[config.mk]
export PLATFORM = sky130hd
export DESIGN_NAME = save_ram_streamer
export DESIGN_NICKNAME = d
export VERILOG_FILES = /design/src/rtl/save_ram_pkg.sv /design/src/rtl/save_ram_autosave.sv /design/src/rtl/save_ram_streamer.sv
export SDC_FILE = /design/constraint.sdc
export NUM_CORES = 1
export LEC_CHECK = 0
export CORE_MARGIN = 5
export CORE_UTILIZATION = 40
export DETAILED_ROUTE_END_ITERATION = 6
export GPL_ROUTABILITY_DRIVEN = 0
export PLACE_DENSITY = 0.75
export SLEW_MARGIN = 15
export SYNTH_ARGS = -nofsm -noshare
export SYNTH_HDL_FRONTEND = slang
export SYNTH_SLANG_ARGS = --single-unit
export TNS_END_PERCENT = 10
[constraint.sdc]
create_clock -name clk_sys -period 5.4 [get_ports clk_sys]
set_input_delay 1.35 -clock clk_sys [delete_from_list [all_inputs] [get_ports clk_sys]]
set_output_delay 1.35 -clock clk_sys [all_outputs]
set_load 0.005 [all_outputs]
[src/rtl/save_ram_pkg.sv]
// Shared types and helpers for the backup-RAM sector streamer.
package save_ram_pkg;

  localparam int unsigned SectorBitsDef = 9;
  localparam int unsigned RegionW       = 3;

  typedef enum logic [2:0] {
    StIdle,
    StSeek,
    StReq,
    StXfer,
    StNext,
    StDone
  } state_e;

  // Number of sectors covered by a region byte mask.
  function automatic logic [31:0] sector_count(input logic [31:0] mask,
                                               input int unsigned sector_bits);
    return (mask >> sector_bits) + 32'd1;
  endfunction

endpackage

[src/rtl/save_ram_autosave.sv]
// Per-region dirty flags and the idle timer that requests an autosave.
module save_ram_autosave #(
  parameter int unsigned NUM_REGIONS     = 2,
  parameter int unsigned AUTOSAVE_CYCLES = 0
) (
  input  logic                   clk_i,
  input  logic                   rst_i,
  input  logic                   idle_i,
  input  logic [NUM_REGIONS-1:0] wr_i,
  input  logic [NUM_REGIONS-1:0] clr_i,
  input  logic                   clr_all_i,
  output logic [NUM_REGIONS-1:0] dirty_o,
  output logic                   fire_o
);

  localparam int unsigned TimerW = (AUTOSAVE_CYCLES < 2) ? 1 : $clog2(AUTOSAVE_CYCLES + 1);

  logic [NUM_REGIONS-1:0] dirty_q, dirty_d;
  logic [TimerW-1:0]      timer_q, timer_d;

  assign dirty_o = dirty_q;
  assign fire_o  = (AUTOSAVE_CYCLES != 0) && idle_i && (|dirty_q) &&
                   (timer_q == TimerW'(AUTOSAVE_CYCLES));

  always_comb begin
    // A write in the same cycle as a clear keeps the region dirty.
    dirty_d = ((clr_all_i ? '0 : dirty_q) & ~clr_i) | wr_i;
    timer_d = timer_q;
    if ((|wr_i) || fire_o) begin
      timer_d = '0;
    end else if (idle_i && (|dirty_q)) begin
      timer_d = timer_q + TimerW'(1);
    end
  end

  always_ff @(posedge clk_i) begin
    if (rst_i) begin
      dirty_q <= '0;
      timer_q <= '0;
    end else begin
      dirty_q <= dirty_d;
      timer_q <= timer_d;
    end
  end

endmodule

[src/rtl/save_ram_streamer.sv]
// Walks the save regions back-to-back in LBA space, issuing one sd_rd/sd_wr
// handshake per sector, with dirty tracking, autosave and an ack watchdog.
module save_ram_streamer
  import save_ram_pkg::*;
#(
  parameter int unsigned NUM_REGIONS     = 2,
  parameter int unsigned SIZE_W          = 24,
  parameter int unsigned SECTOR_BITS     = SectorBitsDef,
  parameter int unsigned AUTOSAVE_CYCLES = 0,
  parameter int unsigned ACK_TIMEOUT     = 16777216
) (
  input  logic                          clk_sys,
  input  logic                          reset,
  input  logic                          enable,
  input  logic [NUM_REGIONS*SIZE_W-1:0] region_mask,
  input  logic                          load_req,
  input  logic                          save_req,
  input  logic                          download_end,
  input  logic [NUM_REGIONS-1:0]        mem_wr,
  input  logic                          sd_ack,
  output logic [31:0]                   sd_lba,
  output logic                          sd_rd,
  output logic                          sd_wr,
  output logic [RegionW-1:0]            region,
  output logic [SIZE_W-SECTOR_BITS-1:0] region_lba,
  output logic                          busy,
  output logic                          loading,
  output logic [NUM_REGIONS-1:0]        dirty,
  output logic                          done,
  output logic                          error
);

  localparam int unsigned WdW   = (ACK_TIMEOUT < 2) ? 1 : $clog2(ACK_TIMEOUT);
  localparam int unsigned RlbaW = SIZE_W - SECTOR_BITS;

  state_e                 state_q, state_d;
  logic [3:0]             region_q, region_d;  // one extra bit marks "past last region"
  logic [31:0]            lba_q, lba_d;
  logic [RlbaW-1:0]       rlba_q, rlba_d;
  logic                   save_q, save_d;
  logic                   error_q, error_d;
  logic [WdW-1:0]         wd_q, wd_d;
  logic                   ld_q, sv_q, ack_q;

  logic [SIZE_W-1:0]      cur_mask;
  logic                   cur_present, last_sector, timed_out;
  logic                   load_start, save_start, fire, clr_all;
  logic [NUM_REGIONS-1:0] clr_region;

  always_comb begin
    cur_mask = '0;
    for (int r = 0; r < NUM_REGIONS; r++) begin
      if (region_q == 4'(r)) cur_mask = region_mask[r*SIZE_W +: SIZE_W];
    end
  end

  assign cur_present = |cur_mask;
  assign last_sector = (32'(rlba_q) + 32'd1) == sector_count(32'(cur_mask), SECTOR_BITS);
  assign timed_out   = (wd_q == WdW'(ACK_TIMEOUT - 1));
  assign load_start  = (load_req & ~ld_q) | download_end;
  assign save_start  = (save_req & ~sv_q) | fire;

  always_comb begin
    state_d  = state_q;
    region_d = region_q;
    lba_d    = lba_q;
    rlba_d   = rlba_q;
    save_d   = save_q;
    error_d  = error_q;
    wd_d     = (state_q == StReq || state_q == StXfer) ? wd_q + WdW'(1) : '0;
    clr_all  = 1'b0;
    unique case (state_q)
      StIdle: begin
        if (enable && (load_start || save_start)) begin
          state_d  = StSeek;
          save_d   = ~load_start;
          region_d = '0;
          lba_d    = '0;
          rlba_d   = '0;
          error_d  = 1'b0;
        end
      end
      StSeek: begin
        if (region_q >= 4'(NUM_REGIONS)) begin
          state_d = StDone;
        end else if (!cur_present) begin
          region_d = region_q + 4'd1;
        end else begin
          state_d = StReq;
          rlba_d  = '0;
        end
      end
      StReq: begin
        if (sd_ack && !ack_q) begin
          state_d = StXfer;
          wd_d    = '0;
        end else if (timed_out) begin
          state_d = StIdle;
          error_d = 1'b1;
        end
      end
      StXfer: begin
        if (!sd_ack && ack_q) begin
          state_d = StNext;
        end else if (timed_out) begin
          state_d = StIdle;
          error_d = 1'b1;
        end
      end
      StNext: begin
        // sd_lba always advances so it doubles as the next region's base.
        lba_d = lba_q + 32'd1;
        if (last_sector) begin
          region_d = region_q + 4'd1;
          state_d  = StSeek;
        end else begin
          rlba_d  = rlba_q + RlbaW'(1);
          state_d = StReq;
        end
      end
      StDone: begin
        state_d = StIdle;
        clr_all = ~save_q;
      end
      default: state_d = StIdle;
    endcase
  end

  always_comb begin
    for (int r = 0; r < NUM_REGIONS; r++) begin
      clr_region[r] = (state_q == StSeek) && save_q && cur_present && (region_q == 4'(r));
    end
  end

  always_ff @(posedge clk_sys) begin
    if (reset) begin
      state_q  <= StIdle;
      region_q <= '0;
      lba_q    <= '0;
      rlba_q   <= '0;
      save_q   <= 1'b0;
      error_q  <= 1'b0;
      wd_q     <= '0;
      ld_q     <= load_req;
      sv_q     <= save_req;
      ack_q    <= sd_ack;
    end else begin
      state_q  <= state_d;
      region_q <= region_d;
      lba_q    <= lba_d;
      rlba_q   <= rlba_d;
      save_q   <= save_d;
      error_q  <= error_d;
      wd_q     <= wd_d;
      ld_q     <= load_req;
      sv_q     <= save_req;
      ack_q    <= sd_ack;
    end
  end

  assign busy       = (state_q == StSeek) || (state_q == StReq) ||
                      (state_q == StXfer) || (state_q == StNext);
  assign loading    = busy & ~save_q;
  assign done       = (state_q == StDone);
  assign sd_rd      = (state_q == StReq) & ~save_q;
  assign sd_wr      = (state_q == StReq) & save_q;
  assign sd_lba     = lba_q;
  assign region     = region_q[RegionW-1:0];
  assign region_lba = rlba_q;
  assign error      = error_q;

  save_ram_autosave #(
    .NUM_REGIONS    (NUM_REGIONS),
    .AUTOSAVE_CYCLES(AUTOSAVE_CYCLES)
  ) u_autosave (
    .clk_i    (clk_sys),
    .rst_i    (reset),
    .idle_i   ((state_q == StIdle) && enable),
    .wr_i     (mem_wr & {NUM_REGIONS{~loading}}),
    .clr_i    (clr_region),
    .clr_all_i(clr_all),
    .dirty_o  (dirty),
    .fire_o   (fire)
  );

endmodule

Word level (Yosys, flattened, before mapping)
Index checks and enable logic that the tools add are counted.
- register bits after elaboration: 85
- latch bits: 0
- RAM bits: 0
- ROM bits: 0
- input port bits: 57
- output and inout port bits: 58
- word-level logic and storage cells: 108
- memories: 0
- add/subtract/negate cells: 6
- multipliers: 0
- divide/modulo/power cells: 0
- $lt $le $gt $ge: 1
- equality and inequality tests: 17
- shifts and indexed selects: 0
- multiplexer cells: 32
- bitwise logic cells: 15
- reduce and logical (&&, ||, !) cells: 26
- operators by type and width (kind ; count):
    $mux 24 ; 5
    $pmux 32 s2 ; 1
    $mux 15 ; 4
    $pmux 15 s3 ; 1
    $add 15x1->16 const B ; 2
    $add 32x1->32 const B ; 1
    $mux 32 ; 1
    $add 24x1->24 const B ; 1
    $eq 24x24->1 const B ; 1
    $reduce_or 24->1 ; 1
    $mux 3 ; 6
    $eq 16x16->1 ; 1
    $mux 4 ; 4
    $ne 2x2->1 const B ; 8
    $add 15x1->15 const B ; 1
    $pmux 3 s5 ; 1
    $pmux 4 s3 ; 1
    $reduce_and 5->1 ; 2
    $logic_and 1x1->1 ; 7
    $eq 3x2->1 const B ; 2
    $eq 3x3->1 const B ; 2
    $reduce_and 2->1 ; 3
    $reduce_bool 3->1 ; 2
    $and 1x1->1 ; 5
    19 further kinds ; 34

Logic depth before layout (Yosys ltp)
- word-level depth: 9
- gate-level depth with buffers: 19
- gate-level depth less buffers: 14

By module
From an unflattened synthesis, not the netlist that was laid out.
- cells, all modules: 691
- area, all modules: 5350.1 sq um
- modules (own cells, without submodules) (module ; times used ; cells an instance ; area an instance (sq um) ; sequential area each (sq um)):
    save_ram_streamer ; 1 ; 681 ; 5263.8 ; 1661.6
    save_ram_autosave ; 1 ; 10 ; 86.3 ; 40.0

Least setup slack after synthesis
No wires, ideal clock.
- path type: input to register
- from: input port region_mask[9]
- to: register region_q[2]
- setup time: 0.116 ns
- arrival time: 3.902 ns
- required time: 5.284 ns
- path slack: 1.383 ns
- stages on the path: 14
- buffers on the path: 2
- path through: nand3b_1 a21oi_1 ha_1 inv_1 a211oi_1 nand2_1 or2_2 o31ai_1 o22ai_4 nor2_2 buf_6 buf_2 nand3_1 and3b_1
- cells in the longest elaborated chain, start to end: 6
- elaborated cells between the ends (all ways): 8
- classes of those cells: add/sub: 1; eq/ne: 3; mux: 2; reduce/logical: 2
- ends and longest elaborated chain (item ; line ; RTL):
    start: declaration ; save_ram_streamer.sv:15 ; input logic [NUM_REGIONS*SIZE_W-1:0] region_mask,
    $mux 24 (*) (2 in series) ; save_ram_streamer.sv:53 ; if (region_q == 4'(r)) cur_mask = region_mask[r*SIZE_W +: SIZE_W];
    $add 15x1->16 ; save_ram_pkg.sv:19 ; return (mask >> sector_bits) + 32'd1;
    $eq 16x16->1 ; save_ram_streamer.sv:58 ; assign last_sector = (32'(rlba_q) + 32'd1) == sector_count(32'(cur_mask), SECTOR_BITS);
    $ne 2x2->1 (no line) ; - ;
    $reduce_and 5->1 (no line) (*) ; - ;
    end signal: assignment ; save_ram_streamer.sv:149 ; region_q <= region_d;
    end: declaration ; save_ram_streamer.sv:37 ; logic [3:0] region_q, region_d; // one extra bit marks "past last region"
Every way passes the cells marked *; elsewhere a longest branch is shown, timed or not.
A chain may end at the register's enable or synchronous reset.

Worst setup path after layout
- from: input port region_mask[9]
- to: register region_q[1]
The elaborated chain is that of the path after synthesis.

==> results.yml <==
outcome:
  status: "completed"
setup_path:
  reg2reg_from: "region_q[1]$_SDFFE_PP0P_"
  worstSetupStartpointType: "input pin"
  crit_path_max_fanout: 7
  rr_worst_depth: 14
  critPathCaptureType: "flip-flop"
  crit_type: "input pin to flip-flop"
  r2r_setup_slack_ps: 1430
  arrival_ps: 4760
  worstReg2RegEnd: "region_q[1]$_SDFFE_PP0P_"
  worstPathRequired_ps: 5640
logic_synthesis:
  synthFlopType: "dfxtp_1"
  synth_area_leaders: "dfxtp_1, nand3_1, nand2_1, nor2_1, a21oi_1"
  synth_top_family_by_area: "simple AND/OR/NAND/NOR gates"
  synth_edf_count: 0
  synth_seq_cells: 85
  async_flop_share: 0
  synth_commonest_cells: "dfxtp_1, nand2_1, nor2_1, nand3_1, a21oi_1"
  synth-xor-area-share: 0.09474
  synth_top_cell_by_area: "dfxtp_1"
  netlist_instances: 698
  synth_compound_area_frac: 0.1781
  synth_mux_area_frac: 0.009961
  synth.distinct_cells: 66
  yosysWarnings: 0
  ys_seq_area_frac: 0.3150
  synth_most_common_cell: "dfxtp_1"
  synthAdderAreaFrac: 0.01853
  syn-cell-area_sq_um: 5401
  syn_nets: 763
  synth_area_per_cell_sq_um: 7.738
  yosys.area_share.simple: 0.3431
  yosys.area.top_type_share: 0.3150
routing:
  viasPerCell: 5.601
  drt-total-wl_um: 15130
  drtIter0Drc: 489
  firstDrtPassIters: 5
  drt-wirelength-per-cell_um: 15.52
  route.vias.total: 5461
  antenna_left: 0
  drc: 0
run:
  drv_cap: 0
timing:
  hold_violations: 0
  period_minus_slack_ps: 4524
  fmax_ghz: 0.2211
  fin_ws_ps: 876.3
  grt_setup_unrepaired: "no"
  skew_ps: 9.917
  maxSlewHeadroom: 0.3019
  worst_pin_slew_ps: 1043
  finalCritPeriodShare: 0.8377
  maxSlewViolCount: 0
  fin_tns_setup_ps: 0
  finalSetupViolCount: 0
layout:
  seq_area_sq_um: 1702
  multiInputGateArea_sq_um: 3485
  utilization: 0.5264
  fillers: 1306
  diodes: 0
  final_nets: 859
  synthToLayoutAreaGrowth_pct: 29.05
  drive_gt1_frac: 0.05757
placement:
  port_buffers: 114
  dp_hpwl_um: 11240
  pre_cts_ws_ps: 575.3
clock_tree:
  worstSkewPairLatency_ps: 340
  tritoncts: "built"
  post_cts_buffers: 0
  cts_root_buf: "clkbuf_16"
  path_clk_slew_ps: 70
  cts-resized-gates: 0
  cts_buffer_depth: 2
  cts_num_sinks: 85
  cts_inserted_buffers: 9
  htree_levels: 3
  cts_hold_buf: 0
die:
  die_x_um: 126.2
  die_h_um: 126.2
  rows: 42
  io_pins: 115
  core-area_sq_um: 13240
  start_util: 0.4079
  die_area_sq_um: 15930
worst_hold_path:
  holdPathStages: 1
  holdCritPathClass: "flip-flop to flip-flop"
  hold_end: "wd_q[0]$_SDFF_PP0_"
  holdCritStartpoint: "wd_q[0]$_SDFF_PP0_"
grt:
  grt_max_degree: 47
  antenna_found_initial: 0
  gr-usage-all-layers: 0.1868
  grt_pass1_wl_um: 25200
  overflow: 0
  grt_pass1_vias: 5140
pwr:
  power.total_mw: 1.543
  p_per_area_nw_per_um2: 221.3
  max-vdd-ir-drop_mv: 0.2249
  p_leak_nw: 2.336
-- worst max-delay path by stage --
| stage | startpoint | to | cells past startpoint |
|---|---|---|---|
| after floorplan | region_mask[9] | region_q[2]$_SDFFE_PP0P_ | 14 |
| after global placement | region_mask[9] | region_q[1]$_SDFFE_PP0P_ | 13 |
| after detailed placement | region_mask[9] | region_q[1]$_SDFFE_PP0P_ | 13 |
| after CTS | region_mask[9] | region_q[1]$_SDFFE_PP0P_ | 13 |
| after global routing | region_mask[9] | region_q[1]$_SDFFE_PP0P_ | 13 |
| final | region_mask[9] | region_q[1]$_SDFFE_PP0P_ | 13 |
-- cells in the final DEF (no fill, tap or decap), drive strengths merged, types with 8 or more instances in the layout --
cell type | netlist | layout
a21oi | 53 | 53
and3 | 14 | 14
clkbuf | 22 | 10
clkdlybuf4s50 | 0 | 113
dfxtp | 85 | 85
ha | 8 | 8
inv | 16 | 18
nand2 | 77 | 77
nand2b | 8 | 8
nand3 | 62 | 62
nand3b | 19 | 19
nand4 | 16 | 16
nor2 | 72 | 72
nor3 | 18 | 18
nor4 | 11 | 11
o211ai | 21 | 21
o21ai | 24 | 24
or2 | 11 | 11
or3 | 15 | 15
xnor2 | 13 | 13
xor2 | 22 | 22
-- logic make-up (layout without fill, tap and decap cells) --
group / after synthesis / after routing
compound gates: 149 / 149
xor+xnor: 44 / 44
fa+ha+maj: 8 / 8
buf+inv: 51 / 152
flops: 85 / 85
mux: 5 / 5
simple gates: 356 / 356
-- state kept, by name, summed over array words and instances (netlist names) --
register,flops
sv_q,1
save_q,1
wd_q,24
u_autosave.dirty_o,2
ack_q,1
sd_lba,32
error,1
region_q,4
ld_q,1
region_lba,15
state_q,3
-- critical path, cell delays in order --
cell and delay [ps]:
clkdlybuf4s50_1 480, nand3b_1 110, a21oi_1 250, ha_1 220
inv_1 50, a211oi_1 470, nand3_1 180, o31a_1 330
a211oi_1 210, o211ai_1 260, o21ai_0 490, a21oi_1 140
o21ba_2 230
-- power breakdown --
group / switching (mW) / internal (mW) / total [mW] / leakage (nW)
Clock: 0.263 / 0.410 / 0.673 / 0.159
Sequential: 0.00908 / 0.632 / 0.642 / 0.686
Combinational: 0.115 / 0.113 / 0.228 / 1.49
Total: 0.387 / 1.16 / 1.54 / 2.34
-- per-layer routing --
layer | share of wire | track usage | vias up
met5 | 0 | 0 | -
met1 | 0.45 | 0.2439 | 2551
met2 | 0.48 | 0.3130 | 146
li1 | - | - | 2750
met4 | 0.012 | 0.03407 | 0
met3 | 0.061 | 0.05165 | 14
-- per-stage QoR --
| step | cell area (sq um) | std cells | hold slack, ps |
|---|---|---|---|
| 2_1_floorplan | 5401 | 698 | 441.2 |
| 3_3_place_gp | 6648 | 959 | 459.6 |
| 3_5_place_dp | 6648 | 959 | 473.6 |
| 4_1_cts | 6970 | 975 | 490.0 |
| 5_1_grt | 6970 | 975 | 505.0 |
| 6_report | 6970 | 975 | 491.2 |
-- layout make-up --
type / count / share of cell area
well taps: 176 / 0.03159
inverters: 16 / 0.008616
flip-flops and latches: 85 / 0.2441
repair buffers: 120 / 0.1694
multi-input cells: 562 / 0.4999
clock inverters: 6 / 0.01346
clock buffers: 10 / 0.03285
No activity file was read; power rests on OpenSTA's default activity.
